[src/rtl/fetch_pkg.sv]
// rtl/fetch_pkg.sv - shared opcodes, FSM state type and width defaults for instr_fetch
package fetch_pkg;

  localparam int DW_DEFAULT = 8;
  localparam int AW_DEFAULT = 4;

  // Opcodes live in instr[7:4]; LDI/MOV are decoded by the ROM, not here.
  localparam logic [3:0] OP_LDI = 4'h1;
  localparam logic [3:0] OP_MOV = 4'h2;
  localparam logic [3:0] OP_JNZ = 4'h3;
  localparam logic [3:0] OP_J   = 4'h7;

  typedef enum logic [1:0] {
    ST_IDLE  = 2'd0,
    ST_FETCH = 2'd1,
    ST_EXEC  = 2'd2,
    ST_HALT  = 2'd3
  } fetch_state_t;

endpackage

[src/rtl/prog_mem.sv]
// rtl/prog_mem.sv - 2**AW x DW program store, synchronous write, asynchronous read
module prog_mem #(
  parameter int DW = 8,
  parameter int AW = 4
) (
  input  logic          clk,
  input  logic          we,
  input  logic [AW-1:0] waddr,
  input  logic [DW-1:0] wdata,
  input  logic [AW-1:0] raddr,
  output logic [DW-1:0] rdata
);

  logic [DW-1:0] mem [2**AW];

  // No reset: program contents survive rst so a reloaded run is optional.
  always_ff @(posedge clk) begin
    if (we) begin
      mem[waddr] <= wdata;
    end
  end

  assign rdata = mem[raddr];

endmodule

[src/rtl/instr_fetch.sv]
// rtl/instr_fetch.sv - program store, PC and fetch/exec sequencer feeding the decode ROM
module instr_fetch
  import fetch_pkg::*;
#(
  parameter int            DW         = DW_DEFAULT,
  parameter int            AW         = AW_DEFAULT,
  parameter logic [AW-1:0] START_ADDR = '0
) (
  input  logic          clk,
  input  logic          rst,
  input  logic          start,
  input  logic          stall,
  input  logic          zero,
  input  logic          prog_we,
  input  logic [AW-1:0] prog_addr,
  input  logic [DW-1:0] prog_data,
  output logic [DW-1:0] instr,
  output logic          instr_valid,
  output logic [AW-1:0] pc,
  output logic          busy,
  output logic          halted
);

  fetch_state_t  state, state_n;
  logic [AW-1:0] pc_n;
  logic [DW-1:0] instr_n;
  logic [DW-1:0] rdata;
  logic          mem_we;
  logic [3:0]    op;
  logic [AW-1:0] imm;

  assign op  = instr[DW-1:DW-4];
  assign imm = instr[AW-1:0];

  prog_mem #(
    .DW (DW),
    .AW (AW)
  ) u_prog_mem (
    .clk   (clk),
    .we    (mem_we),
    .waddr (prog_addr),
    .wdata (prog_data),
    .raddr (pc),
    .rdata (rdata)
  );

  always_ff @(posedge clk or negedge rst) begin
    if (!rst) begin
      state <= ST_IDLE;
      pc    <= START_ADDR;
      instr <= '0;
    end else begin
      state <= state_n;
      pc    <= pc_n;
      instr <= instr_n;
    end
  end

  // Stall freezes everything, including program writes and the zero sample.
  always_comb begin
    state_n     = state;
    pc_n        = pc;
    instr_n     = instr;
    mem_we      = 1'b0;
    instr_valid = 1'b0;
    if (!stall) begin
      unique case (state)
        ST_IDLE, ST_HALT: begin
          mem_we = prog_we;
          if (start) begin
            state_n = ST_FETCH;
            pc_n    = START_ADDR;
          end
        end
        ST_FETCH: begin
          instr_n = rdata;
          pc_n    = pc + AW'(1);
          state_n = ST_EXEC;
        end
        ST_EXEC: begin
          instr_valid = 1'b1;
          state_n     = ST_FETCH;
          if (op == OP_J) begin
            pc_n = imm;
            // pc already points past this instruction, so pc-1 is its own address.
            if (imm == pc - AW'(1)) begin
              state_n = ST_HALT;
            end
          end else if (op == OP_JNZ && !zero) begin
            pc_n = imm;
          end
        end
        default: state_n = ST_IDLE;
      endcase
    end
  end

  assign busy   = (state == ST_FETCH) || (state == ST_EXEC);
  assign halted = (state == ST_HALT);

endmodule

[config.mk]
export PLATFORM = sky130hd
export DESIGN_NAME = instr_fetch
export DESIGN_NICKNAME = d
export VERILOG_FILES = /design/src/rtl/fetch_pkg.sv /design/src/rtl/prog_mem.sv /design/src/rtl/instr_fetch.sv
export SDC_FILE = /design/constraint.sdc
export NUM_CORES = 1
export LEC_CHECK = 0
export BUFFER_PORTS_ARGS = -buffer_cell sky130_fd_sc_hd__buf_2
export CAP_MARGIN = 25
export CORE_UTILIZATION = 30
export DETAILED_ROUTE_END_ITERATION = 6
export PLACE_DENSITY_LB_ADDON = 0.15
export SYNTH_ARGS = -nofsm -noshare
export SYNTH_HDL_FRONTEND = slang
export SYNTH_HIERARCHICAL = 1
export SYNTH_SLANG_ARGS = --single-unit
[constraint.sdc]
create_clock -name clk -period 2.5 [get_ports clk]
set_input_delay 0.5 -clock clk [delete_from_list [all_inputs] [get_ports clk]]
set_output_delay 0.5 -clock clk [all_outputs]
set_load 0.02 [all_outputs]
# After elaboration in Yosys (flattened, before gate mapping)
# Memories as Yosys holds them, arrays and structs flattened. A register that Yosys moved wholly into a read port is not among the register bits.
# Cells that the tools add are included.
# totals
word_cells	37
ram_bits	128
regBits	6
in_bits	18
mem_count	1
# classes
reduce_logical	9
addsub	2
n_bitwise	1
n_mux	14
n_eq_ne	8
# memory_table
name	words	word_bits	read_ports	rd_clocked_by_memory_dff	wr	line	rtl
u_prog_mem.mem	16	8	1	1	1	prog_mem.sv:14	logic [DW-1:0] mem [2**AW];
# op_table
op	n
$mux 4	3
$pmux 4 s3	1
$mux 1	6
$mux 2	3
$pmux 2 s3	1
$add 4x1->4 const B	1
$eq 2x2->1 const B	2
$eq 4x2->1 const B	1
$eq 4x3->1 const B	1
$eq 4x4->1	1
$reduce_and 2->1	2
$sub 4x1->4 const B	1
$ne 3x3->1 const B	1
$reduce_and 3->1	1
$eq 2x1->1 const B	1
$logic_not 1->1	2
$logic_not 2->1	1
$ne 2x2->1 const B	1
$reduce_or 2->1	1
$logic_and 1x1->1	1
$logic_or 1x1->1	1
$not 1->1	1

# Longest topological paths before layout
# Gate-level depths: netlist of run 1.
# logic_depth
word_depth	6
depth_mapped	6
mapped_depth_nobuf	6

# Cells and area by module
# The synthesis of run 1 kept the hierarchy.
# by_module_without_submodules
module	area_each_um2	cells_per_inst	n_inst
prog_mem	4987.3	221	1
instr_fetch	779.5	68	1

# Least setup slack after synthesis of run 1
# No wires, ideal clock.
# synth_path
path_kind	reg-to-reg
start	register state[0]
end	memory u_prog_mem.mem[0][0] (enable)
path_slack_ps	-196
path_stages_with_launch	7
setup_time_ps	383
n_path_buf	0
t_arrival_ps	2313
cell_sequence	dfrtp_1 > inv_1 > ha_1 > inv_1 > nor3b_1 > or3b_2 > nor3_1
# synth_via
elab_chain_len	6
elab_cells_between_ends	7
# synth_rtl
element	line	rtl
from (decl)	instr_fetch.sv:24	fetch_state_t state, state_n;
from (signal assigned)	instr_fetch.sv:53	state <= state_n;
$eq 2x2->1 or $logic_not 2->1 (tied branches)	instr_fetch.sv:67	unique case (state)
$reduce_or 2->1 *	instr_fetch.sv:67	
$mux 1 *	instr_fetch.sv:67	
$mux 1 *	instr_fetch.sv:66	if (!stall) begin
named net mem_we	instr_fetch.sv:28	logic mem_we;
$mux 1 *	prog_mem.sv:18	if (we) begin
$mux 1 (implied by the code) *	prog_mem.sv:19	mem[waddr] <= wdata;
to (decl)	prog_mem.sv:14	
# Mark *: on every way through the listed nets, which the timed path passes. The rest lies on a longest branch.

# Final worst setup path of run 1
# layout_path
start	register state[0]
end	memory u_prog_mem.mem[2][6] (enable)
# The elaborated chain is that of the path after synthesis.

==> metrics list, run 1 <==
- Max Clk Rate: about 430 MHz
- Diodes inserted: 0
* Register-to-register setup slack: 160 ps
- The first TritonRoute pass finished after 4 iterations.
- OpenSTA, run right after detailed placement, puts the worst setup slack at 157.3 ps.
- Of all nets on the critical path, the largest fanout is 7.
* Wire length of the first global-routing pass: between 15000 and 20000 um
- Routability congestion estimate: 0.7278
* Standard cell area after detailed placement: 0.006376 mm2
- Avg Vias per Cell: slightly below 5
- Relative area change from synthesis to final layout: 21.28%
* Final worst slack: 157.5 ps
- The floorplan step set the die width to roughly 140 um.
* Layer with the highest usage: met2
* Count of mapped cells out of synthesis: 289
- IR analysis of the VDD net gives a maximum drop of 0.5116 mV.
- H-tree depth: 4
* Met3 track utilization from global routing: 0.03601
- TritonCTS built the clock tree.
* Primary FF master, synth: sky130_fd_sc_hd__edfxtp_1
- Ranked by total cell area, the synthesized netlist is headed by sky130_fd_sc_hd__edfxtp_1 (67%), sky130_fd_sc_hd__mux4_2 (7.0%), sky130_fd_sc_hd__mux4_1 (6.4%).
- Required time of the critical path: roughly 2600 ps
- Counting the fill cells in the layout gives about 1700.
* Number of violations reported at the end of detailed-routing iteration 0: 230
- Largest buffer count on any clock path: 2
- For this design the top-level I/O count stands at 33.
- Worst Setup End Kind: flop
- The floorplan has 50 rows.
* Most frequently used cell type in the post-synthesis netlist: sky130_fd_sc_hd__edfxtp_1
* Startpoint of the most critical register-to-register path: state[0]$_DFFE_PN0P_
- The internal portion of the total power is between 5 and 6 mW.
- The via count of the first global-routing pass came to 3051.
- Headroom to the max-slew limit came out at 0.6043.
* Worst clock skew: about 5.1 ps
- The synthesized design contains around 140 register bits.
- The final layout contains 382 nets.
- Crit path time final: between 2000 and 2500 ps
- IO buf count: 32
- Each instance of the synthesized netlist takes up on average 19.95 um2.
* Wirelength per Cell: around 21 um
* Pwr dens: 1016 mW/mm2
- The share of the Yosys chip area taken by registers is 0.7273.
- Measured in cells, the most critical reg-to-reg path has a length of 8.
- For this run, global-route usage on met1 was measured as 0.1833.
- In the synthesized netlist the async set-or-reset flop fraction comes to 0.09859.
- The tool flagged a number of max-cap violations equal to 0.
- Net Count, Synth: around 310
* Data arrival, critical path: around 2500 ps
- Once layout is complete, the utilization of the core stands at 0.3727.
- Counting every sink on the clock net gives between 100 and 150.
- Pins Over Slew Limit: 0
* Portion of total power attributed to sequential cells: 0.406
- Clock root cell: sky130_fd_sc_hd__clkbuf_16
- Worst min-delay path category: primary input to flop
* Maximum number of pins on one net before global-route repair: 39
- For this run, the number of Yosys warnings is 6.
- Final worst hold slack: roughly 460 ps
- Total via count after detailed routing: between 2000 and 3000
* Final period util: 0.9370
- In this run the static leakage power is around 2.4 nW.
- After clock tree synthesis, the clock-pin slew on the worst setup and hold paths is about 60 ps.
- Summed over all failing endpoints, the final setup total negative slack is 0 ps.
* Unique masters post-synth: 34
* Worst setup path category: flop to flop
* Worst setup endpoint: u_prog_mem/mem[2][6]$_DFFE_PP_
- Of the cells placed in the final design, the portion with a size suffix greater than 1 is 0.3208.
* Number of buffers added by the clock tree synthesis step: 17
* Status: completed
- Starting density of the core: 0.3073
- Final instance area: about 0.007 mm2
- Detailed Place HPWL: 8402 um
- Pwr Total: ~7 mW
* Antenna violations before repair: 0
* CORE AREA: ~0.019 mm2
* Die area: 0.01978 mm2
- Total wire length: between 10000 and 15000 um
- RSZ-0062 raised after global routing: true
- For this run, global-route usage on met2 was measured as 0.2173.
- The count of final hold-check violations came to 0.
* Biggest area consumer among synthesized cells: sky130_fd_sc_hd__edfxtp_1
- Count of placed standard cells including taps: 571
- Clock latency at the later pin of the worst-skew pair: around 420 ps
* Fraction of power consumed by combinational cells: 0.240
- Once layout is complete, the cells apart from fillers number about 610.
- In this run the critical register-to-register path is captured at u_prog_mem/mem[2][6]$_DFFE_PP_.
* Type of origin of the critical path: flop
- Antenna Violating Nets Remaining: 0
- Commonest cells post-synth: sky130_fd_sc_hd__edfxtp_1 (128), sky130_fd_sc_hd__a22oi_1 (20), sky130_fd_sc_hd__mux4_2 (18)
* Global Route Usage Sum: 0.1383
- Sw Pwr: about 2 mW
* Number of flops mapped to enable cells by yosys: about 130
- Post-Syn Area: 0.005767 mm2
- Number of endpoints failing setup at the final stage: 0
- For this run, design rule violations remaining after detail routing come to 0.
* Critical Path Source: state[0]$_DFFE_PN0P_
- Power share of the clock group: 0.354
- Total grt overflow: 0
* Switching portion of total power: 0.2855
- For the pin with the worst max-slew slack, the measured transition is 591.4 ps.
- Area share of the largest cell type after synthesis: 0.6665
- The die is approximately 140 um tall.
## cells by family after synthesis
| kind of cell | count (synthesis) | share of synthesized area |
|---|---|---|
| AO/OA/AOI/OAI | 28 | 0.03623 |
| adder cells (fa/ha/maj) | 6 | 0.01302 |
| flip-flops | 142 | 0.7273 |
| multiplexers | 41 | 0.1514 |
| XOR/XNOR | 8 | 0.01215 |
| AND/OR/NAND/NOR | 47 | 0.04036 |
| buffers and inverters | 17 | 0.01953 |
## timing repair
item,CTS,global route
endpoints found under the setup margin,0,18
hold buffers,1,0
hold endpoints to repair,14,0
resized for setup,0,1
buffers inserted,0,1
## power by group through the flow
stage,clock network (mW),logic (mW),registers (mW)
2_1_floorplan,0,1.09,3.00
3_3_place_gp,0,1.71,2.93
5_1_grt,2.66,1.86,2.91
4_1_cts,2.57,1.73,2.89
6_report,2.52,1.71,2.88
3_5_place_dp,0,1.72,2.94
## sequential cells by signal (all words and copies together), names as in the netlist
signal,flops
u_prog_mem/mem,128
instr,8
pc,4
state,2
## per-layer routing
layer / up-vias / share of wire
met5: - / 0
met1: 1513 / 0.47
li1: 1328 / -
met3: 12 / 0.039
met2: 68 / 0.47
met4: 0 / 0.014
## worst min path at each step
stage,to,cells after the start,from,slack [ps]
final,state[0]$_DFFE_PN0P_,3,stall,460
after global routing,state[0]$_DFFE_PN0P_,3,stall,470
after CTS,state[0]$_DFFE_PN0P_,3,stall,430
after detailed placement,state[1]$_DFFE_PN0P_,1,rst,420
after global placement,state[1]$_DFFE_PN0P_,1,rst,430
after floorplan,instr[0]$_DFFE_PN0P_,0,rst,200
## critical path: stages, from the launching register on
cell	delay (ps)
sky130_fd_sc_hd__dfrtp_1	390
sky130_fd_sc_hd__inv_1	70
sky130_fd_sc_hd__ha_1	310
sky130_fd_sc_hd__inv_1	60
sky130_fd_sc_hd__nor3b_1	200
sky130_fd_sc_hd__buf_4	180
sky130_fd_sc_hd__or3b_2	510
sky130_fd_sc_hd__nor2_1	150
sky130_fd_sc_hd__buf_4	180
## cell type report
class / instances / area (um2) / share of cell area
Sequential cell: 142 / 4195 / 0.5998
Multi-Input combinational cell: 130 / 1465 / 0.2095
Clock buffer: 18 / 429.2 / 0.06136
Timing Repair Buffer: 61 / 421.7 / 0.06029
Tap cell: 234 / 292.8 / 0.04186
Clock inverter: 14 / 167.7 / 0.02397
Inverter: 6 / 22.52 / 0.003220
## placed cells by master (no fill, tap or decap), types with 2 or more instances in the layout
cell | synthesis | layout
sky130_fd_sc_hd__nand3_1 | 2 | 2
sky130_fd_sc_hd__mux2_2 | 8 | 8
sky130_fd_sc_hd__o2bb2ai_1 | 4 | 4
sky130_fd_sc_hd__nor2_1 | 14 | 14
sky130_fd_sc_hd__xor2_1 | 2 | 2
sky130_fd_sc_hd__mux4_2 | 18 | 18
sky130_fd_sc_hd__nor2b_1 | 4 | 4
sky130_fd_sc_hd__dfrtp_1 | 14 | 13
sky130_fd_sc_hd__inv_6 | 0 | 2
sky130_fd_sc_hd__nand2b_1 | 2 | 2
sky130_fd_sc_hd__a22oi_1 | 20 | 20
sky130_fd_sc_hd__ha_1 | 6 | 6
sky130_fd_sc_hd__xnor2_1 | 6 | 6
sky130_fd_sc_hd__edfxtp_1 | 128 | 128
sky130_fd_sc_hd__buf_12 | 0 | 3
sky130_fd_sc_hd__buf_2 | 3 | 32
sky130_fd_sc_hd__clkinvlp_4 | 0 | 5
sky130_fd_sc_hd__clkinv_2 | 0 | 2
sky130_fd_sc_hd__inv_1 | 6 | 6
sky130_fd_sc_hd__bufinv_16 | 0 | 3
sky130_fd_sc_hd__nor3_1 | 5 | 4
sky130_fd_sc_hd__nand2_1 | 11 | 11
sky130_fd_sc_hd__clkbuf_16 | 0 | 17
sky130_fd_sc_hd__nand3b_1 | 3 | 3
sky130_fd_sc_hd__buf_4 | 1 | 24
sky130_fd_sc_hd__mux4_1 | 14 | 14
No activity file was read; power rests on OpenSTA's default activity.
==> inputs of run 2 (changes only) <==
--- a/config.mk
+++ b/config.mk
@@ -7,6 +7,8 @@
 export LEC_CHECK = 0
 export BUFFER_PORTS_ARGS = -buffer_cell sky130_fd_sc_hd__buf_2
 export CAP_MARGIN = 25
+export CELL_PAD_IN_SITES_DETAIL_PLACEMENT = 1
+export CELL_PAD_IN_SITES_GLOBAL_PLACEMENT = 1
 export CORE_UTILIZATION = 30
 export DETAILED_ROUTE_END_ITERATION = 6
 export PLACE_DENSITY_LB_ADDON = 0.15
==> metrics list, run 2 (same netlist as run 1, synthesis figures left out) <==
- Status: completed (unchanged)
* Global Route Usage Sum: 0.1460 (was 0.1383)
* Clock tree from TritonCTS: done (unchanged)
- Category of cells accounting for the largest share of critical-path delay: simple AND/OR/NAND/NOR gates (unchanged)
- The total buffers and inverters traversed by the critical path is 4 (unchanged).
- Required time of the critical path: 2630 ps (about the same)
- Clock root cell: sky130_fd_sc_hd__clkbuf_16 (unchanged)
- The pre-CTS setup slack came to 135.9 ps (was 157.3 ps).
- Final sum of negative setup slack: 0 ps (unchanged)
- The startpoint of the lowest-slack hold path is prog_data[5] (was stall).
- The normalized max-slew margin is 0.6240 (was 0.6043).
- The share of post-route cells with drive strength above 1 was 0.3226 (was 0.3208).
- Standard cell area after detailed placement: 0.006384 mm2 (was 0.006376 mm2)
- Largest buffer count on any clock path: 2 (unchanged)
- Worst setup path category: flop to flop (unchanged)
* Antenna Violating Nets Remaining: 0 (unchanged)
- The starting utilization of the core area came to 0.3073 (unchanged).
- The post-detailed-placement half-perimeter wirelength was 9084 um (was 8402 um).
* Type of origin of the critical path: flop (unchanged)
- Die width: 140.6 um (unchanged)
* Critical Path Source: state[0]$_DFFE_PN0P_ (unchanged)
- Leading registers by flop count: u_prog_mem/mem (128), instr (8), pc (4) (unchanged).
- Worst clock skew: 12.55 ps (was 5.125 ps)
* Number of violations reported at the end of detailed-routing iteration 0: 143 (was 230)
- The clock net sink count was 142 (unchanged).
* Worst min-delay path category: primary input to flop (unchanged)
* Flip-flop count of the largest register, all copies and words added: 128 (unchanged)
- The final routed wire length divided by cell count was 21.66 um (was 20.77 um).
- The number of detailed-routing iterations run before antenna repair was 4 (unchanged).
* Largest voltage drop on the vdd net: 0.4937 mV (was 0.5116 mV)
* CP Depth: 8 (unchanged)
* Final nets: 383 (was 382)
- Peak fanout along the critical path: 5 (was 7)
- Boundary Pins: 33 (unchanged)
- Static Leakage: 2.441 nW (was 2.389 nW)
- Crit-path max cell delay: 510 ps (about the same)
- Core utilization of the finished layout: 0.3776 (was 0.3727)
- CORE AREA: 0.01877 mm2 (unchanged)
* H-tree depth: 4 (unchanged)
- The die footprint is 0.01978 mm2 (unchanged).
* Total wire length: 13130 um (was 12570 um)
* Crit path time final: 2364 ps (was 2343 ps)
- The count of filler cells inserted in the layout came to 1874 (was 1721).
- Relative area change from synthesis to final layout: 22.89% (was 21.28%)
- RSZ-0062 raised after global routing: true (unchanged).
- The final clock period utilization by the worst path is 0.9456 (was 0.9370).
* Total via count after detailed routing: 2953 (was 2921)
* Diodes inserted: 0 (unchanged)
* Wire length of the first global-routing pass: 20290 um (was 19120 um)
* Register name with the most flops: u_prog_mem/mem (unchanged)
- # Max-Cap Violations: 0 (unchanged)
* Die extent in y: 140.6 um (unchanged)
- Number of buffers added by the clock tree synthesis step: 17 (unchanged)
* Pwr dens: 1056 mW/mm2 (was 1016 mW/mm2)
* Worst Setup End Kind: flop (unchanged)
* Data arrival, critical path: 2490 ps (was 2470 ps)
- Startpoint of the most critical register-to-register path: state[0]$_DFFE_PN0P_ (unchanged)
- The number of cells on the worst reg-to-reg path was 8 (unchanged).
- Most common cell after layout, fill and taps aside: sky130_fd_sc_hd__edfxtp_1 (unchanged)
* Total grt overflow: 0 (unchanged)
- The initial antenna violation count was 0 (unchanged).
* Max Clk Rate: 423.0 MHz (was 426.9 MHz)
* Floorplan row count: 50 (unchanged)
- Maximum number of pins on one net before global-route repair: 34 (was 39)
- List of cells traversed by the critical path: inv_1 > ha_1 > inv_1 > nor3b_2 > buf_4 > or3b_2 > nor2_1 > buf_4 (was inv_1 > ha_1 > inv_1 > nor3b_1 > buf_4 > or3b_2 > nor2_1 > buf_4)
- Hold Path Cell Cnt: 1 (was 3)
- IO buf count: 32 (unchanged)
* Clock slew at the register clock pins of the worst setup and hold paths: 60 ps (about the same)
- Commonest cells after routing, fill and taps aside: sky130_fd_sc_hd__edfxtp_1 (128), sky130_fd_sc_hd__buf_2 (32), sky130_fd_sc_hd__buf_4 (24) (unchanged).
* Final instance area: 0.007087 mm2 (was 0.006994 mm2)
- Number of global-route vias before repair: 3243 (was 3051)
* Post-route DRC violation count: 0 (unchanged)
- The final weighted congestion in routability-driven placement came to 0.7807 (was 0.7278).
- The worst-skew pair later-pin latency came to 420 ps (about the same).
* Avg Vias per Cell: 4.873 (was 4.828)
* Worst-margin pin slew: 561.9 ps (was 591.4 ps)
- The number of endpoints failing setup at the final stage came to 0 (unchanged).
- Final worst slack: 136.0 ps (was 157.5 ps)
* Total count of hold-check failures in the final report: 0 (unchanged)
- Master of the slowest instance on the critical path: sky130_fd_sc_hd__or3b_2 (unchanged)
- Pins Over Slew Limit: 0 (unchanged)
==> run 2: changes by cell type in the layout (fill, tap and decap cells not counted) <==
cell	before	now
sky130_fd_sc_hd__clkbuf_8	0	2
sky130_fd_sc_hd__nor3b_1	1	0
sky130_fd_sc_hd__clkinvlp_4	5	2
sky130_fd_sc_hd__clkbuf_1	1	3
sky130_fd_sc_hd__buf_6	1	2
sky130_fd_sc_hd__bufinv_16	3	6
sky130_fd_sc_hd__clkinv_1	1	0
sky130_fd_sc_hd__nor3b_2	0	1
sky130_fd_sc_hd__clkinv_2	2	1
sky130_fd_sc_hd__inv_6	2	0
==> run 2: report_power, final <==
part / switching (mW) / internal (mW) / total (mW)
combinational: 0.901 / 0.799 / 1.70
clock: 0.925 / 1.92 / 2.85
sequential: 0.205 / 2.73 / 2.93
==> run 2: timing repair <==
item / CTS / global route
hold buffers: 1 / 0
setup buffers: 0 / 1
hold endpoints to repair: 14 / 0
endpoints found under the setup margin: 0 / 37
resized for setup: 0 / 3
==> run 2: per-layer routing <==
metal / wire (um) / GRT usage
met1: 6147 / 0.1913
met5: 0 / 0
met4: 231 / 0.05778
met2: 6224 / 0.2302
met3: 524 / 0.04042
==> run 2: path summary, 6_finish.rpt <==
check	to	slack, ps
worst max-delay path	u_prog_mem/mem[2][3]$_DFFE_PP_	140
worst min-delay path	u_prog_mem/mem[0][5]$_DFFE_PP_	480
worst max register to register	u_prog_mem/mem[2][3]$_DFFE_PP_	140
worst min register to register	instr[7]$_DFFE_PN0P_	560
max in group asynchronous	pc[0]$_DFFE_PN0P_	1700
min in group asynchronous	instr[0]$_DFFE_PN0P_	520
==> run 2: worst register-to-register path, delay by kind of cell, from the launching register on <==
kind / cells / cell delay (ps)
fa+ha+maj: 1 / 320
buf+inv: 4 / 500
simple gates: 3 / 870
flops: 1 / 400
==> run 2: per-stage QoR <==
| step | cells | power, mW | hold slack (ps) |
|---|---|---|---|
| floorplan | 289 | 4.088 | 204.4 |
| global placement | 572 | 4.680 | 425.5 |
| detailed placement | 572 | 4.701 | 419.9 |
| CTS | 605 | 7.576 | 460.5 |
| global route | 606 | 7.818 | 475.0 |
| finish | 606 | 7.480 | 478.3 |
==> run 2: layout make-up <==
type,count,area [um2],share of cell area
Tap cell,234,292.8,0.04131
Timing Repair Buffer,62,432.9,0.06109
Multi-Input combinational cell,130,1470,0.2075
Clock buffer,22,464.2,0.06550
Sequential cell,142,4195,0.5920
Inverter,6,22.52,0.003178
Clock inverter,10,209.0,0.02948
==> inputs of run 3 (changes only) <==
--- a/config.mk
+++ b/config.mk
@@ -11,7 +11,7 @@
 export CELL_PAD_IN_SITES_GLOBAL_PLACEMENT = 1
 export CORE_UTILIZATION = 30
 export DETAILED_ROUTE_END_ITERATION = 6
-export PLACE_DENSITY_LB_ADDON = 0.15
+export PLACE_DENSITY_LB_ADDON = 0.05
 export SYNTH_ARGS = -nofsm -noshare
 export SYNTH_HDL_FRONTEND = slang
 export SYNTH_HIERARCHICAL = 1
==> metrics list, run 3 (same netlist as run 1, synthesis figures left out) <==
- The most common library cell in the layout ignoring fill and taps was sky130_fd_sc_hd__edfxtp_1 (unchanged).
* Global Route Usage Sum: 0.1522 (was 0.1460)
- The number of detailed-routing iterations run before antenna repair is 4 (unchanged).
* Maximum number of pins on one net before global-route repair: 22 (was 34)
- The die footprint was 0.01978 mm2 (unchanged).
* Crit-path max cell delay: 500 ps (was 510 ps)
- The normalized max-slew margin was 0.5607 (was 0.6240).
- CORE AREA: 0.01877 mm2 (unchanged)
* Static Leakage: 2.364 nW (was 2.441 nW)
* Layout cells sized above 1: 0.3033 (was 0.3226)
- The detailed-route via count is 2939 (was 2953).
- Worst clock skew: 5.191 ps (was 12.55 ps)
- IO buf count: 32 (unchanged)
- The category of the critical setup timing path is flop to flop (unchanged).
- Post-route DRC violation count: 0 (unchanged)
* Pwr dens: 1018 mW/mm2 (was 1056 mW/mm2)
- Final period util: 0.9390 (was 0.9456)
- Worst min-delay path category: primary input to flop (unchanged)
- Flip-flop count of the largest register, all copies and words added: 128 (unchanged)
- The largest voltage drop on the vdd net came to 0.4815 mV (was 0.4937 mV).
- Largest buffer count on any clock path: 2 (unchanged)
- Leading registers by flop count: u_prog_mem/mem (128), instr (8), pc (4) (unchanged).
* Wirelength per Cell: 23.13 um (was 21.66 um)
* Final nets: 377 (was 383)
- Final worst hold slack: 505.7 ps (was 478.3 ps)
- The max-slew violation total from the final report was 0 (unchanged).
* Starting density of the core: 0.3073 (unchanged)
- Antenna Violating Nets Remaining: 0 (unchanged)
- Diodes inserted: 0 (unchanged)
- Master of the slowest instance on the critical path: sky130_fd_sc_hd__or3b_2 (unchanged)
* Routability congestion estimate: 0.7183 (was 0.7807)
* Required time of the critical path: 2620 ps (was 2630 ps)
* Avg Vias per Cell: 4.898 (was 4.873)
- The most flop-heavy register is u_prog_mem/mem (unchanged).
- The number of H-tree branching levels is 4 (unchanged).
* Status: completed (unchanged)
* Relative area change from synthesis to final layout: 20.57% (was 22.89%)
- The post-route core utilization came to 0.3705 (was 0.3776).
- Max Clk Rate: 426.0 MHz (was 423.0 MHz)
* Commonest cells after routing, fill and taps aside: sky130_fd_sc_hd__edfxtp_1 (128), sky130_fd_sc_hd__buf_2 (32), sky130_fd_sc_hd__a22oi_1 (20) (was sky130_fd_sc_hd__edfxtp_1 (128), sky130_fd_sc_hd__buf_2 (32), sky130_fd_sc_hd__buf_4 (24))
* Clock root cell: sky130_fd_sc_hd__clkbuf_16 (unchanged)
- Final instance area: 0.006953 mm2 (was 0.007087 mm2)
- Wire length of the first global-routing pass: 20760 um (was 20290 um)
* Clock sink count: 142 (unchanged)
* Total wire length: 13880 um (was 13130 um)
- The transition time of the tightest slew-check pin was 656.5 ps (was 561.9 ps).
- Clock tree from TritonCTS: done (unchanged)
- The via count of the first global-routing pass is 3158 (was 3243).
- Clock slew at the register clock pins of the worst setup and hold paths: 60 ps (about the same)
* Number of violations reported at the end of detailed-routing iteration 0: 216 (was 143)
* Final worst slack: 152.6 ps (was 136.0 ps)
* Die extent in y: 140.6 um (unchanged)
- The arrival time at the worst endpoint is 2460 ps (was 2490 ps).
* Type of origin of the critical path: flop (unchanged)
- Standard cell area after detailed placement: 0.006359 mm2 (was 0.006384 mm2)
- The maximum net fanout on the critical path is 8 (was 5).
- The footprint of the flip-flops and latches came to 0.004195 mm2 (unchanged).
- The count of final hold-check violations came to 0 (unchanged).
* Combined area of the multi-input logic cells: 0.001470 mm2 (unchanged)
- Number of endpoints failing setup at the final stage: 0 (unchanged)
* Floorplan row count: 50 (unchanged)
* # Max-Cap Violations: 0 (unchanged)
* Worst Setup End Kind: flop (unchanged)
- The width of the chip came to 140.6 um (unchanged).
- The final critical path time including I/O delays and setup was 2347 ps (was 2364 ps).
* Antenna violations before repair: 0 (unchanged)
- DP Worst Slack: 116.1 ps (was 135.9 ps)
* Post-CTS Setup Repair Bufs: 0 (unchanged)
* Layout fillers: 1853 (was 1874)
* Total grt overflow: 0 (unchanged)
- The post-detailed-placement half-perimeter wirelength is 9427 um (was 9084 um).
* Number of buffers added by the clock tree synthesis step: 17 (unchanged)
- The boundary pin count came to 33 (unchanged).
* Pwr Total: 7.077 mW (was 7.480 mW)
- List of cells traversed by the critical path: inv_1 > ha_1 > inv_1 > nor3b_2 > buf_4 > or3b_2 > nor3_2 > buf_4 (was inv_1 > ha_1 > inv_1 > nor3b_2 > buf_4 > or3b_2 > nor2_1 > buf_4)
* Clock latency at the later pin of the worst-skew pair: 410 ps (was 420 ps)
run 3: report_power, final:
part           total, mW  leakage (nW)  internal [mW]  switching [mW]
Clock               2.47         0.273           1.55           0.922
Sequential          2.88          1.32           2.73           0.156
Combinational       1.73         0.767          0.789           0.937
Total               7.08          2.36           5.06            2.02
run 3: final cells by class:
type	count	area share
sequential	142	0.6034
multi-input combinational	130	0.2114
clock buffer	18	0.06172
timing repair buffer	56	0.05651
tap	234	0.04211
clock inverter	14	0.02159
inverter	6	0.003239
run 3: what timing repair did:
action | CTS | global route
gates resized for setup | 0 | 1
endpoints found under the hold margin | 12 | 0
setup endpoints to repair | 0 | 32
hold buffers | 1 | 0
run 3: per-layer routing:
metal | track usage | wire [um] | vias to the layer above
met5 | 0 | 0 | -
met4 | 0.04805 | 124 | 0
met3 | 0.03702 | 480 | 9
met2 | 0.2393 | 6678 | 61
met1 | 0.2080 | 6591 | 1552
li1 | - | - | 1317
run 3: metrics by stage:
step	instances	TNS (ps)
after floorplan	289	0
after global placement	567	0
after detailed placement	567	0
after CTS	600	0
after global routing	600	-36.98
final	600	0
run 3: path summary, 6_finish.rpt:
check                                     start  cells past startpoint  slack (ps)                             end
max                        state[0]$_DFFE_PN0P_                      8         150  u_prog_mem/mem[0][6]$_DFFE_PP_
min                                       stall                      3         510            state[0]$_DFFE_PN0P_
max reg2reg                state[0]$_DFFE_PN0P_                      8         150  u_prog_mem/mem[0][6]$_DFFE_PP_
min reg2reg                instr[7]$_DFFE_PN0P_                      1         570            instr[7]$_DFFE_PN0P_
max in group asynchronous                   rst                      2        1690               pc[0]$_DFFE_PN0P_
min in group asynchronous                   rst                      2         530               pc[3]$_DFFE_PN0P_
run 3: worst max-delay path: cells and delay by family, from the launching register on:
| kind | cells | cell delay, ps |
|---|---|---|
| adder cells (fa/ha/maj) | 1 | 310 |
| AND/OR/NAND/NOR | 3 | 830 |
| buffers and inverters | 4 | 510 |
| flip-flops | 1 | 400 |
